<file path="config.mk">
export PLATFORM = sky130hd
export DESIGN_NAME = adder_arbiter
export DESIGN_NICKNAME = d
export VERILOG_FILES = /design/src/rtl/adder_arb_pkg.sv /design/src/rtl/adder_arb_rr.sv /design/src/rtl/adder_arbiter.sv
export SDC_FILE = /design/constraint.sdc
export NUM_CORES = 1
export LEC_CHECK = 0
export BUFFER_PORTS_ARGS = -buffer_cell sky130_fd_sc_hd__buf_4
export CAP_MARGIN = 20
export CORE_ASPECT_RATIO = 1.2
export CORE_MARGIN = 4
export CORE_UTILIZATION = 30
export DETAILED_ROUTE_END_ITERATION = 8
export PLACE_DENSITY_LB_ADDON = 0.12
export SETUP_SLACK_MARGIN = 0.15
export SLEW_MARGIN = 20
export SYNTH_ARGS = -nofsm -noshare
export SYNTH_HDL_FRONTEND = slang
export SYNTH_SLANG_ARGS = --single-unit
</file>
<file path="constraint.sdc">
create_clock -name clk -period 1.85 [get_ports clk]
set_input_delay 0.37 -clock clk [delete_from_list [all_inputs] [get_ports clk]]
set_output_delay 0.37 -clock clk [all_outputs]
set_load 0.02 [all_outputs]
</file>
<file path="src/rtl/adder_arb_pkg.sv">
// Shared types and defaults for the two-requester adder arbiter.
// Saturating overflow is selected by defining ADDER_ARB_SAT_EN.
package adder_arb_pkg;

  localparam int unsigned ADDER_ARB_WIDTH = 4;

  typedef enum logic [1:0] {
    IDLE = 2'b00,
    CALC = 2'b01,
    HOLD = 2'b10
  } state_e;

endpackage

</file>
<file path="src/rtl/adder_arb_rr.sv">
// Two-way round-robin grant with a last-grant pointer that only moves on accept.
module adder_arb_rr (
  input  logic       clk,
  input  logic       rst_n,
  input  logic [1:0] req,
  input  logic       accept,
  output logic [1:0] grant
);

  // 1 means requester 1 won last, so requester 0 wins the next tie.
  logic last_q;

  always_comb begin
    grant = 2'b00;
    unique case (req)
      2'b01:   grant = 2'b01;
      2'b10:   grant = 2'b10;
      2'b11:   grant = last_q ? 2'b01 : 2'b10;
      default: grant = 2'b00;
    endcase
  end

  always_ff @(posedge clk) begin
    if (!rst_n) begin
      last_q <= 1'b1;
    end else if (accept) begin
      last_q <= grant[1];
    end
  end

endmodule

</file>
<file path="src/rtl/adder_arbiter.sv">
// Arbitrated adder: accepts one operand pair in IDLE, adds in CALC, holds the result in HOLD.
// Define ADDER_ARB_SAT_EN to saturate res_sum to all ones on overflow.
module adder_arbiter
  import adder_arb_pkg::*;
#(
  parameter int unsigned WIDTH = ADDER_ARB_WIDTH
) (
  input  logic             clk,
  input  logic             rst_n,
  input  logic             req0_valid,
  output logic             req0_ready,
  input  logic [WIDTH-1:0] req0_a,
  input  logic [WIDTH-1:0] req0_b,
  input  logic             req1_valid,
  output logic             req1_ready,
  input  logic [WIDTH-1:0] req1_a,
  input  logic [WIDTH-1:0] req1_b,
  output logic             res_valid,
  input  logic             res_ready,
  output logic [WIDTH-1:0] res_sum,
  output logic             res_carry,
  output logic             res_id
);

  state_e           state_q, state_d;
  logic [WIDTH-1:0] a_q, b_q;
  logic             id_q;
  logic [WIDTH-1:0] sum_q;
  logic             carry_q;
  logic             res_id_q;

  logic [1:0]       grant;
  logic             accept;
  logic [WIDTH:0]   full_sum;
  logic [WIDTH-1:0] sum_next;

  adder_arb_rr u_rr (
    .clk    (clk),
    .rst_n  (rst_n),
    .req    ({req1_valid, req0_valid}),
    .accept (accept),
    .grant  (grant)
  );

  // Ready is gated by rst_n so it stays low for the whole reset window.
  always_comb begin
    req0_ready = rst_n && (state_q == IDLE) && grant[0];
    req1_ready = rst_n && (state_q == IDLE) && grant[1];
    accept     = req0_ready || req1_ready;
  end

  assign full_sum = {1'b0, a_q} + {1'b0, b_q};

`ifdef ADDER_ARB_SAT_EN
  assign sum_next = full_sum[WIDTH] ? {WIDTH{1'b1}} : full_sum[WIDTH-1:0];
`else
  assign sum_next = full_sum[WIDTH-1:0];
`endif

  always_comb begin
    state_d = state_q;
    unique case (state_q)
      IDLE:    if (accept) state_d = CALC;
      CALC:    state_d = HOLD;
      HOLD:    if (res_ready) state_d = IDLE;
      default: state_d = IDLE;
    endcase
  end

  always_ff @(posedge clk) begin
    if (!rst_n) begin
      state_q  <= IDLE;
      a_q      <= '0;
      b_q      <= '0;
      id_q     <= 1'b0;
      sum_q    <= '0;
      carry_q  <= 1'b0;
      res_id_q <= 1'b0;
    end else begin
      state_q <= state_d;
      if (accept) begin
        a_q  <= grant[1] ? req1_a : req0_a;
        b_q  <= grant[1] ? req1_b : req0_b;
        id_q <= grant[1];
      end
      // Result registers only change in CALC, so they are frozen throughout HOLD.
      if (state_q == CALC) begin
        sum_q    <= sum_next;
        carry_q  <= full_sum[WIDTH];
        res_id_q <= id_q;
      end
    end
  end

  assign res_valid = (state_q == HOLD);
  assign res_sum   = sum_q;
  assign res_carry = carry_q;
  assign res_id    = res_id_q;

endmodule

</file>
# [Word-level counts from Yosys, hierarchy flattened]
# Index checks and enable logic that the tools add are counted.
[word_totals] regBits=18 inputBits=21 wordCells=29
[classes] addsub=1 n_eq_ne=7 n_mux=7 n_reduce_logical=6
[op_table] op="2-bit one-hot mux with 3 select lines" n=2
[op_table] op="4-bit 2-to-1 mux" n=2
[op_table] op="2-bit == test, second input constant" n=3
[op_table] op="2-bit 2-to-1 mux" n=3
[op_table] op="4-bit by 4-bit adder with 5-bit output" n=1
[op_table] op="2-bit by 1-bit == test with 1-bit output, second input constant" n=2
[op_table] op="1-bit logical AND" n=3
[op_table] op="2-bit logical NOT" n=1
[op_table] op="2-bit by 1-bit inequality test with 1-bit output, second input constant" n=1
[op_table] op="2-bit inequality test, second input constant" n=1
[op_table] op="2-bit AND reduction" n=1
[op_table] op="1-bit logical OR" n=1

# [Depth between registers and ports, before layout]
[logic_depth] depth_word=6 depth_mapped=5 depth_no_buf=5

# [Cells and area by module]
# A second synthesis with hierarchy kept.
[hier_totals] cells_unflattened=100 area_unflattened_um2=967.2
[by_module_without_submodules] module="adder_arbiter" n_inst=1 cells_each=93 area_each_um2=909.6 seq_area_each_um2=340.3
[by_module_without_submodules] module="adder_arb_rr" n_inst=1 cells_each=7 area_each_um2=57.6 seq_area_each_um2=20.0

# [Worst setup path before layout]
# No wires, ideal clock.
[synth_path] kind="flip-flop to flip-flop" start="register a_q[0]" end="register carry_q (netlist: res_carry)" t_arrival_ns=1.240 required_time_ns=1.716 setup_slack_ns=0.476 path_stages_with_launch=6 n_path_buf=0 synth_period_minus_slack_ns=1.374 cell_sequence="dfxtp_1 -> ha_1 -> fa_1 -> a21o_1 -> a21oi_1 -> a21oi_1"
[synth_between] elab_chain_cells=1
[synth_rtl] element="start, declared" line_no="adder_arbiter.sv:26" source="logic [WIDTH-1:0] a_q, b_q;"
[synth_rtl] element="start signal, assigned" line_no="adder_arbiter.sv:82" source="a_q <= grant[1] ? req1_a : req0_a;"
[synth_rtl] element="4-bit by 4-bit adder with 5-bit output" line_no="adder_arbiter.sv:52" source="assign full_sum = {1'b0, a_q} + {1'b0, b_q};"
[synth_rtl] element="end signal, assigned" line_no="adder_arbiter.sv:89" source="carry_q <= full_sum[WIDTH];"
[synth_rtl] element="end, declared" line_no="adder_arbiter.sv:29" source="logic carry_q;"
# No other way between the ends.
# A chain may end at the register's enable or synchronous reset.

# [Worst setup path after layout]
[layout_path] start="register state_q[0]" end="output port req0_ready"
[layout_between] elab_chain_cells=3
[layout_rtl] element="start, declared" line_no="adder_arbiter.sv:25" source="state_e state_q, state_d;"
[layout_rtl] element="start signal, assigned" line_no="adder_arbiter.sv:80" source="state_q <= state_d;"
[layout_rtl] element="2-bit logical NOT" line_no="adder_arbiter.sv:47" source="req0_ready = rst_n && (state_q == IDLE) && grant[0];"
[layout_rtl] element="1-bit logical AND (2 in series)" line_no="adder_arbiter.sv:47"
[layout_rtl] element="end, declared" line_no="adder_arbiter.sv:11" source="output logic req0_ready,"
# No other way between the ends.

==> out/qor.yml <==
comb_power_share_pct: 27.6
cts_buffers: 3
synth_edf_count: 0
finalSetupTns_ns: 0
synth_area_leaders: "dfxtp_1, a211oi_2, mux2i_1"
hold_violations: 0
cp.arrival_ns: 1.23
async_flop_share_pct: 0
critPathLaunchType: "register"
yosys.area.top_type: "dfxtp_1"
final_layout_size_suffix_gt1_share_pct: 38.6
ir_drop_v: 0.000461
syn_avg_cell_area_um2: 9.76
ys_warn_count: 0
num_antenna_cells: 0
rsz0062_at_grt: "no"
io_buffers: 29
critPathKind: "register to output pin"
antenna_left: 0
synthFlopType: "dfxtp_1"
maxSlewHeadroom_pct: 68.3
fp.dieW_um: 59.0
p_sw_share_pct: 31.0
crit_required_ns: 1.48
grt_overflow_total: 0
fin_crit_ns: 1.60
wire_per_inst_um: 13.2
dr.pass1.iters: 4
routed_wl_um: 2120
drc: 0
yosysMostFrequentCell: "dfxtp_1"
p_int_uw: 624
fin_skew_ns: 0.00344
io_pins: 30
initial_core_util_pct: 32.4
power.share.clock_pct: 22.5
cts.sinks: 18
cts.htree.levels: 1
placed_cells: 157
synth_cell_types: 30
cap_violations: 0
seqPwrFrac_pct: 49.9
coreArea_um2: 2890
cp_max_fo: 4
track_usage_pct: 10.7
endpoint_kind: "output pin"
p_switching_uw: 281
p_per_area_nw_per_um2: 733
synth_area_um2: 937
drt-initial-drc-count: 16
area_delta_synth_final_pct: 31.8
nets: 155
grt_pass1_vias: 844
rows: 21
antenna_found_initial: 0
hp-class: "primary input to register"
yosys.area.top_type_share_pct: 38.5
clock_latency_ns: 0.30
grt_pass1_wl_um: 3460
root_buffer: "clkbuf_4"
nFillCells: 308
grt_max_degree: 15
hpwlAfterDp_um: 1590
place_congestion: 0.709
synth_cells: 96
fin_cells: 161
drv_slew: 0
worstMarginPinSlew_ns: 0.476
setup_violations: 0
cts.path.max_buffers: 2
cts_tree: "yes"
die_h_um: 69.2
seq_area_frac_synth_pct: 38.5
synth_nets: 122
postCtsHoldBufs: 0
p_leak_uw: 0.000530
synth_commonest_cells: "dfxtp_1, a21oi_1, nand2_1"
status: "finished, final reports clean"
vias: 799
fmax_ghz: 0.625
dieArea_um2: 4090
clkTransAtPathRegs_ns: 0.10
viasPerCell: 4.96
fin_crit_sh_pct: 86.5
synth_seq_cells: 18
-- layout by cell type, fill, tap and decap left out, types with 3 or more instances in the layout --
master	n
buf_4	32
nor2_1	3
mux2i_1	8
a21oi_1	15
a211oi_2	8
clkbuf_4	3
ha_1	4
dfxtp_1	16
nand2b_1	3
nand2_1	11
-- final timing paths --
check | start | to | slack, ns | depth (start not counted)
setup / recovery | state_q[0]$_SDFFE_PN0P_ | req0_ready | 0.25 | 3
hold / removal | rst_n | u_rr.last_q$_SDFFE_PN1P_ | 0.30 | 2
setup reg to reg | a_q[0]$_SDFFE_PN0P_ | res_carry$_SDFFE_PN0N_ | 0.40 | 5
hold reg to reg | res_sum[0]$_SDFFE_PN0N_ | res_sum[0]$_SDFFE_PN0N_ | 0.47 | 2
-- cell type report --
| class | count | area [µm²] | area share (%) |
|---|---|---|---|
| inverter | 1 | 3.75 | 0.304 |
| sequential | 18 | 365 | 29.6 |
| timing repair buffer | 33 | 251 | 20.4 |
| multi-input combinational | 72 | 549 | 44.5 |
| tap | 34 | 42.5 | 3.44 |
| clock buffer | 3 | 22.5 | 1.82 |
-- power groups by stage --
stage / registers [µW] / logic, µW / clock network [µW]
after floorplan: 464 / 152 / 0
after global placement: 459 / 239 / 0
after detailed placement: 458 / 243 / 0
after CTS: 451 / 245 / 213
after global routing: 457 / 278 / 227
final: 451 / 249 / 204
-- worst max-delay path, cell delays in order (launching register included) --
cell and delay (ns):
dfxtp_4 0.38, nor3b_4 0.23, and3_4 0.21, buf_6 0.11
-- logic make-up after synthesis --
group                    synth area share, %
AO/OA/AOI/OAI                           25.5
XOR/XNOR                               0.935
adder cells (fa/ha/maj)                 7.48
buffers and inverters                   4.54
flip-flops                              38.5
multiplexers                            8.55
AND/OR/NAND/NOR                         14.6
-- per-stage QoR --
stage,power (µW),hold slack (ns),area [µm²],setup slack [ns],util (%)
detailed placement,701,0.455,1180,0.217,40.9
global route,961,0.290,1230,0.166,42.7
global placement,698,0.449,1180,0.295,40.9
finish,905,0.298,1230,0.250,42.7
CTS,909,0.294,1210,0.177,41.8
floorplan,615,0.432,937,0.476,-
-- per-layer routing --
metal	up-vias	track usage, %	routed length, µm
li1	410	-	-
met1	360	13.0	998
met2	24	17.4	963
met3	5	2.42	124
met4	0	4.53	38
met5	-	0	0
-- state kept, by name, indices dropped and copies added, names as in the netlist --
name,cells
a_q,4
b_q,4
res_sum,4
state_q,2
id_q,1
res_carry,1
res_id,1
u_rr.last_q,1
-- timing repair --
| action | in CTS | in global routing |
|---|---|---|
| endpoints found under the setup margin | 2 | 2 |
| buffers inserted | 0 | 1 |
| gates resized for setup | 1 | 6 |
| pin swaps | 0 | 2 |
(Power assumes the default switching activity.)
